===== src/rtl/dmem_pkg.sv =====
// Shared constants and sequencer state type for the data-memory sort block.
package dmem_pkg;
  localparam int DATA_W     = 32;
  localparam int ADDR_W     = 5;
  localparam int DMEM_DEPTH = 1 << ADDR_W;

  typedef enum logic [2:0] {
    IDLE, RD_A, RD_B, CMP, WR_A, WR_B, NEXT, FIN
  } sort_state_t;
endpackage


===== src/rtl/dmem_port_mux.sv =====
// Data-memory port select: CPU when idle, sort sequencer when busy.
module dmem_port_mux #(
  parameter int AW = 5,
  parameter int DW = 32
) (
  input  logic          sel_ctl,
  input  logic [AW-1:0] cpu_addr,
  input  logic [DW-1:0] cpu_wdata,
  input  logic          cpu_we,
  input  logic [AW-1:0] ctl_addr,
  input  logic [DW-1:0] ctl_wdata,
  input  logic          ctl_we,
  output logic [AW-1:0] mem_addr,
  output logic [DW-1:0] mem_wdata,
  output logic          mem_we
);
  assign mem_addr  = sel_ctl ? ctl_addr  : cpu_addr;
  assign mem_wdata = sel_ctl ? ctl_wdata : cpu_wdata;
  assign mem_we    = sel_ctl ? ctl_we    : cpu_we;
endmodule


===== src/rtl/dmem_sort_ctrl.sv =====
// In-place ascending bubble sort over a wrapping window of data memory.
module dmem_sort_ctrl #(
  parameter int DATA_W = 32,
  parameter int ADDR_W = 5,
  parameter int CNT_W  = 16
) (
  input  logic              clk,
  input  logic              rst_n,
  input  logic              start,
  input  logic [ADDR_W-1:0] base,
  input  logic [ADDR_W:0]   len,
  output logic              busy,
  output logic              done,
  output logic [CNT_W-1:0]  swaps,
  output logic              cpu_stall,
  input  logic [ADDR_W-1:0] cpu_addr,
  input  logic [DATA_W-1:0] cpu_wdata,
  input  logic              cpu_we,
  output logic [ADDR_W-1:0] mem_addr,
  output logic [DATA_W-1:0] mem_wdata,
  output logic              mem_we,
  input  logic [DATA_W-1:0] mem_rdata
);
  import dmem_pkg::*;

  localparam int LEN_W = ADDR_W + 1;
  localparam logic [LEN_W-1:0] MAX_LEN = LEN_W'(1 << ADDR_W);
  localparam logic [ADDR_W-1:0] ONE = ADDR_W'(1);

  sort_state_t state_q, state_d;
  logic [ADDR_W-1:0] base_q, base_d;
  logic [ADDR_W-1:0] i_q, i_d;
  logic [ADDR_W-1:0] p_q, p_d;
  logic [DATA_W-1:0] a_q, a_d;
  logic [DATA_W-1:0] b_q, b_d;
  logic              swp_q, swp_d;
  logic              busy_q, busy_d;
  logic              done_q, done_d;
  logic [CNT_W-1:0]  swaps_q, swaps_d;

  logic [LEN_W-1:0]  len_c;
  logic [ADDR_W-1:0] addr_lo, addr_hi;
  logic [ADDR_W-1:0] ctl_addr;
  logic [DATA_W-1:0] ctl_wdata;
  logic              ctl_we;

  assign len_c   = (len > MAX_LEN) ? MAX_LEN : len;
  assign addr_lo = base_q + i_q;
  assign addr_hi = addr_lo + ONE;

  always_comb begin
    ctl_addr  = addr_lo;
    ctl_wdata = b_q;
    ctl_we    = 1'b0;
    case (state_q)
      RD_B: ctl_addr = addr_hi;
      WR_A: ctl_we = 1'b1;
      WR_B: begin
        ctl_addr  = addr_hi;
        ctl_wdata = a_q;
        ctl_we    = 1'b1;
      end
      default: ;
    endcase
  end

  always_comb begin
    state_d = state_q;
    base_d  = base_q;
    i_d     = i_q;
    p_d     = p_q;
    a_d     = a_q;
    b_d     = b_q;
    swp_d   = swp_q;
    swaps_d = swaps_q;
    case (state_q)
      IDLE: if (start) begin
        base_d  = base;
        swaps_d = '0;
        if (len_c <= LEN_W'(1)) begin
          state_d = FIN;
        end else begin
          p_d     = ADDR_W'(len_c - LEN_W'(1));
          i_d     = '0;
          swp_d   = 1'b0;
          state_d = RD_A;
        end
      end
      RD_A: begin
        a_d     = mem_rdata;
        state_d = RD_B;
      end
      RD_B: begin
        b_d     = mem_rdata;
        state_d = CMP;
      end
      // Equal words stay put, which keeps the sort stable.
      CMP:  state_d = (a_q > b_q) ? WR_A : NEXT;
      WR_A: state_d = WR_B;
      WR_B: begin
        swaps_d = swaps_q + CNT_W'(1);
        swp_d   = 1'b1;
        state_d = NEXT;
      end
      NEXT: begin
        if ((i_q + ONE) < p_q) begin
          i_d     = i_q + ONE;
          state_d = RD_A;
        end else if (!swp_q || p_q == ONE) begin
          state_d = FIN;
        end else begin
          p_d     = p_q - ONE;
          i_d     = '0;
          swp_d   = 1'b0;
          state_d = RD_A;
        end
      end
      FIN:  state_d = IDLE;
      default: state_d = IDLE;
    endcase
    busy_d = (state_d != IDLE);
    done_d = (state_d == FIN);
  end

  always_ff @(posedge clk or negedge rst_n) begin
    if (!rst_n) begin
      state_q <= IDLE;
      base_q  <= '0;
      i_q     <= '0;
      p_q     <= '0;
      a_q     <= '0;
      b_q     <= '0;
      swp_q   <= 1'b0;
      busy_q  <= 1'b0;
      done_q  <= 1'b0;
      swaps_q <= '0;
    end else begin
      state_q <= state_d;
      base_q  <= base_d;
      i_q     <= i_d;
      p_q     <= p_d;
      a_q     <= a_d;
      b_q     <= b_d;
      swp_q   <= swp_d;
      busy_q  <= busy_d;
      done_q  <= done_d;
      swaps_q <= swaps_d;
    end
  end

  assign busy      = busy_q;
  assign cpu_stall = busy_q;
  assign done      = done_q;
  assign swaps     = swaps_q;

  dmem_port_mux #(
    .AW(ADDR_W),
    .DW(DATA_W)
  ) u_mux (
    .sel_ctl  (busy_q),
    .cpu_addr (cpu_addr),
    .cpu_wdata(cpu_wdata),
    .cpu_we   (cpu_we),
    .ctl_addr (ctl_addr),
    .ctl_wdata(ctl_wdata),
    .ctl_we   (ctl_we),
    .mem_addr (mem_addr),
    .mem_wdata(mem_wdata),
    .mem_we   (mem_we)
  );
endmodule

===== config.mk =====
export PLATFORM = sky130hd
export DESIGN_NAME = dmem_sort_ctrl
export DESIGN_NICKNAME = d
export VERILOG_FILES = /design/src/rtl/dmem_pkg.sv /design/src/rtl/dmem_port_mux.sv /design/src/rtl/dmem_sort_ctrl.sv
export SDC_FILE = /design/constraint.sdc
export NUM_CORES = 1
export LEC_CHECK = 0
export ABC_AREA = 1
export CAP_MARGIN = 25
export CORE_MARGIN = 2
export CORE_UTILIZATION = 45
export CTS_CLUSTER_DIAMETER = 150
export CTS_CLUSTER_SIZE = 40
export DETAILED_ROUTE_END_ITERATION = 12
export PLACE_DENSITY = 0.81
export SLEW_MARGIN = 20
export SYNTH_ARGS = -nofsm -noshare
export SYNTH_HDL_FRONTEND = slang
export SYNTH_SLANG_ARGS = --single-unit

===== constraint.sdc =====
create_clock -name clk -period 2.6 [get_ports clk]
set_input_delay 0.39 -clock clk [delete_from_list [all_inputs] [get_ports clk]]
set_output_delay 0.39 -clock clk [all_outputs]
set_load 0.03 [all_outputs]

-- Word-level counts from Yosys, hierarchy flattened
Cells that the tools add are included.
- bits in registers: 101
- input port bits: 84
- output and inout port bits: 57
- equal/unequal tests: 14
- add/subtract/negate cells: 6
- multiplexer cells: 30
- $lt $le $gt $ge: 4
- reduce and logical (&&, ||, !) cells: 14
- operators with widths (cell ; number):
    32-bit 2-to-1 mux ; 2
    5-bit 2-to-1 mux ; 10
    32-bit > comparator ; 1
    16-bit one-hot mux with 2 select lines ; 1
    3-bit one-hot mux with 8 select lines ; 1
    5-bit one-hot mux with 2 select lines ; 2
    16-bit by 1-bit adder with 16-bit output (second input constant) ; 1
    16-bit 2-to-1 mux ; 1
    3-bit == test (second input constant) ; 5
    3-bit 2-to-1 mux ; 4
    5-bit by 1-bit adder with 5-bit output (second input constant) ; 2
    5-bit AND reduction ; 2
    5-bit by 1-bit subtractor with 5-bit output (second input constant) ; 2
    2-bit != test (second input constant) ; 4
    3-bit by 2-bit == test with 1-bit output (second input constant) ; 2
    6-bit > comparator (second input constant) ; 1
    6-bit by 1-bit less-or-equal comparator with 1-bit output (second input constant) ; 1
    1-bit 2-to-1 mux ; 6
    6-bit 2-to-1 mux ; 1
    3-bit nonzero test ; 2
    5-bit adder ; 1
    5-bit by 1-bit == test with 1-bit output (second input constant) ; 1
    5-bit less-than comparator ; 1
    2-bit AND reduction ; 2
    other kinds (10) ; 12

-- Longest topological paths before layout
- depth in word-level cells: 7
- mapped depth: 18
- depth with buffers taken out: 18

-- Modules after synthesis
From an unflattened synthesis, not the netlist that was laid out.
- cells, all modules: 814
- area total of the unflattened synthesis: 6381.1 um2
- by module, submodules not included (module ; instances ; cells each ; seq. area each (um2) ; area each (um2)):
    dmem_sort_ctrl ; 1 ; 691 ; 2527.4 ; 5879.4
    dmem_port_mux ; 1 ; 123 ; 0.0 ; 501.7

-- Least setup slack after synthesis
No wires, ideal clock.
- path type: reg-to-output
- start: reg i_q[0]
- end: out mem_addr[2]
- data arrival time: 2.235 ns
- cell stages (with the launch flop): 6
- buffers on the path: 0
- slack: -0.025 ns
- data required time: 2.210 ns
- cells stage by stage: dfrtp_1 ha_1 fa_1 ha_1 and3_1 o31ai_1
- longest elaborated chain between the ends: 4
- RTL lines (item ; line ; RTL):
    from (decl) ; dmem_sort_ctrl.sv:32 ; logic [ADDR_W-1:0] i_q, i_d;
    from (signal assigned) ; dmem_sort_ctrl.sv:140 ; i_q <= i_d;
    5-bit adder * ; dmem_sort_ctrl.sv:48 ; assign addr_lo = base_q + i_q;
    5-bit by 1-bit adder with 5-bit output ; dmem_sort_ctrl.sv:49 ; assign addr_hi = addr_lo + ONE;
    5-bit 2-to-1 mux * ; dmem_sort_ctrl.sv:55 ; case (state_q)
    5-bit 2-to-1 mux * ; dmem_port_mux.sv:17 ; assign mem_addr = sel_ctl ? ctl_addr : cpu_addr;
    to (decl) ; dmem_sort_ctrl.sv:19 ; output logic [ADDR_W-1:0] mem_addr,
Mark *: on every way between the ends. The rest lies on a longest branch, timed or not.

-- Worst setup path after layout
- start: reg i_q[0]
- end: out mem_addr[4]
The elaborated chain is that of the path after synthesis.

==> summary.md <==
| Metric | Value |
|---|---|
| Status | finished with violations |
| Failing checks | setup timing |
| Clock Latency Late Sink | 0.35 ns |
| Util after Layout | 61.80% |
| Mapped Area | 6102 µm² |
| CTS tree | built |
| WL final | 16.09 mm |
| Wire per inst | 13.96 µm |
| Top post-synthesis cells by count | nand2_1 (264), dfrtp_1 (101), o21ai_0 (94) |
| CP arrival | 2.34 ns |
| Largest net degree at the start of global routing | 64 |
| Final Instance Count excl. Fillers | 1152 |
| Routed Antenna Nets | 0 |
| Final min period | 2.726 ns |
| Final Cell Area | 8184 µm² |
| Pwr dens | 1211 nW/µm² |
| # setup viols final | 2 |
| Largest area contributor in the netlist | dfrtp_1 |
| Count leader, synth | nand2_1 |
| PnR worst setup slack | -0.1263 ns |
| Setup Skew | 0.006184 ns |
| Port Buffers | 140 |
| Syn Nets | 951 |
| RSZ-0062 raised after global routing | yes |
| Starting Density | 46.08% |
| Crit Path Class | reg -> out |
| CTS hold repair buffers | 0 |
| Yosys reg bits | 101 |
| Top-area cell type share of the netlist area | 41.42% |
| Peak supply drop | 0.5331 mV |
| FFs w/ async S/R, synth | 100.0% |
| Die Y-Extent | 120.5 µm |
| Placed instance count | 1129 |
| YS warnings | 0 |
| DR vias/cell | 5.101 |
| Clock slew at reported path FFs | 0.06 ns |
| Total negative slack | -0.2252 ns |
| Fillers | 1180 |
| CTS Buffer Depth | 2 |
| Clock sinks | 101 |
| Syn avg cell area | 7.451 µm² |
| First-pass GRT wire length | 26.68 mm |
| Worst-Margin Slew | 0.6056 ns |
| Largest cells by area after synthesis | dfrtp_1 (41%), nand2_1 (16%), ha_1 (9.6%) |
| Worst setup EP type | primary output |
| Layout cells sized above 1 | 9.324% |
| Pre-antenna DRT Iters | 5 |
| Hold Path Class | in -> async |
| Met1 usage | 29.05% |
| F_max | 366.8 MHz |
| Vias | 5876 |
| Diodes inserted | 0 |
| Total core area | 13240 µm² |
| Worst rel slew slack | 59.63% |
| Syn Inst Count | 819 |
| DRC Markers | 0 |
| Maximum fanout along the worst path | 3 |
| H-tree lvl count | 3 |
| Sequential element share of the synthesized area | 41.42% |
| Hold Slack | 0.04595 ns |
| GPL Wtd Cong | 0.8549 |
| Clock root buffer | clkbuf_16 |
| CP required | 2.21 ns |
| Met2 GRT Util | 39.51% |
| Total track usage | 22.88% |
| Grt total ovfl | 0 |
| Leakage power | 3.958 nW |
| Critical path launch point type | flop |
| Num rows | 42 |
| Tot Pwr | 9.909 mW |
| Inserted Clock Buffers | 9 |
| Yosys cell types | 38 |
| EDFF count, synth | 0 |
| Initial antenna violation count | 0 |
| Final Slew Violations | 0 |
| Layout area overhead | 34.12% |
| Iteration-0 DRC Markers | 410 |
| Pre-CTS WS | -0.1037 ns |
| Top_reg_cell synth | dfrtp_1 |
| Total die area | 14510 µm² |
| Dpl hpwl | 11.66 mm |
| Global routing's busiest layer | met2 |
| Dpl cell area | 7807 µm² |
| Final period utilization | 104.9% |
| Sequential cell area | 2527 µm² |
| I/O pins | 141 |
| Max Cap Violations | 0 |
| Via count of the first global-routing pass | 5698 |
| Nets | 1104 |
| Final Hold Fails | 0 |
| Met3 GRT Util | 5.377% |
| Die extent in x | 120.5 µm |
| Area taken by multi-input logic gates | 3237 µm² |
[final cells by class]
| class | count | area share (%) |
|---|---|---|
| clock inverters | 5 | 0.4434 |
| well taps | 176 | 2.691 |
| repair buffers | 172 | 19.89 |
| multi-input cells | 609 | 39.55 |
| flip-flops and latches | 101 | 30.88 |
| inverters | 79 | 3.623 |
| clock buffers | 10 | 2.920 |
[repair_timing]
action | in CTS | in global routing
pin swaps | 3 | 8
setup endpoints to repair | 36 | 18
gates resized for setup | 34 | 22
gates cloned | 0 | 0
buffers inserted | 1 | 7
[worst max-delay path: stages, from the launching register on]
cell and delay [ns]:
dfrtp_1 0.42, ha_4 0.18, fa_2 0.57, ha_4 0.15, and3_4 0.19, nand2_2 0.05, xor2_1 0.14, o21ai_1 0.12
buf_4 0.17
[cells by family (layout without fill, tap and decap cells)]
family | count (synthesis) | after routing | synth area share (%)
and+or+nand+nor | 375 | 375 | 24.81
AOI/OAI and AO/OA | 171 | 171 | 14.76
buffers and inverters | 109 | 266 | 6.848
DFF | 101 | 101 | 41.42
adders and majority gates | 48 | 48 | 9.965
xor gates and xnor gates | 14 | 14 | 2.009
muxes | 1 | 1 | 0.1845
[layer usage]
metal | wire, µm | part of all wire, %
met1 | 7154 | 44
met2 | 7727 | 48
met3 | 999 | 6.2
met4 | 204 | 1.3
met5 | 0 | 0
[cell usage in the layout (no fill, tap or decap), types with 2 or more instances in the layout]
master           synthesis  layout
xor2_1                  10       8
nand4_1                  9       9
nor2_2                   2       3
xor2_2                   0       2
nor3_1                   5       5
clkdlybuf4s15_1          0       6
o21ai_0                 94      93
buf_12                   0       4
dfrtp_1                101     101
a22o_1                   4       4
inv_2                    8       8
nor2_1                  66      64
a21oi_1                 30      29
dlygate4sd2_1            0      19
o211ai_1                 3       3
nand3_1                 20      19
o21ai_1                 30      31
buf_4                    2      38
inv_1                   70      70
xnor2_1                  4       4
nor2_4                   3       4
nand2_1                264     263
ha_4                     0       2
o22ai_1                  3       3
clkinv_4                 0       2
clkbuf_16                0       9
clkbuf_2                 0       3
ha_1                    47      45
clkinv_2                 0       2
a21oi_2                  1       2
clkdlybuf4s50_1          0     102
[power by group]
| group | internal (mW) | switching (mW) |
|---|---|---|
| Sequential | 2.23 | 0.461 |
| Clock | 0.674 | 0.602 |
| Combinational | 2.23 | 3.71 |
[flip-flops by register name (all words and copies together), names as in the netlist]
register  cells
i_q           5
swp_q         1
base_q        5
b_q          32
state_q       3
a_q          32
swaps        16
done          1
busy          1
p_q           5
[worst paths after layout]
check                                       from                    end  slack (ns)  cells past startpoint
max                           i_q[0]$_DFFE_PN0P_            mem_addr[4]       -0.13                      8
min                                        rst_n     p_q[0]$_DFFE_PN0P_        0.05                      1
max reg2reg                   i_q[0]$_DFFE_PN0P_     p_q[2]$_DFFE_PN0P_        0.02                     15
min reg2reg                base_q[4]$_DFFE_PN0P_  base_q[4]$_DFFE_PN0P_        0.50                      2
max in group asynchronous                  rst_n    b_q[24]$_DFFE_PN0P_        1.88                      2
min in group clk           base_q[4]$_DFFE_PN0P_  base_q[4]$_DFFE_PN0P_        0.50                      2
No activity file was read; power rests on OpenSTA's default activity.
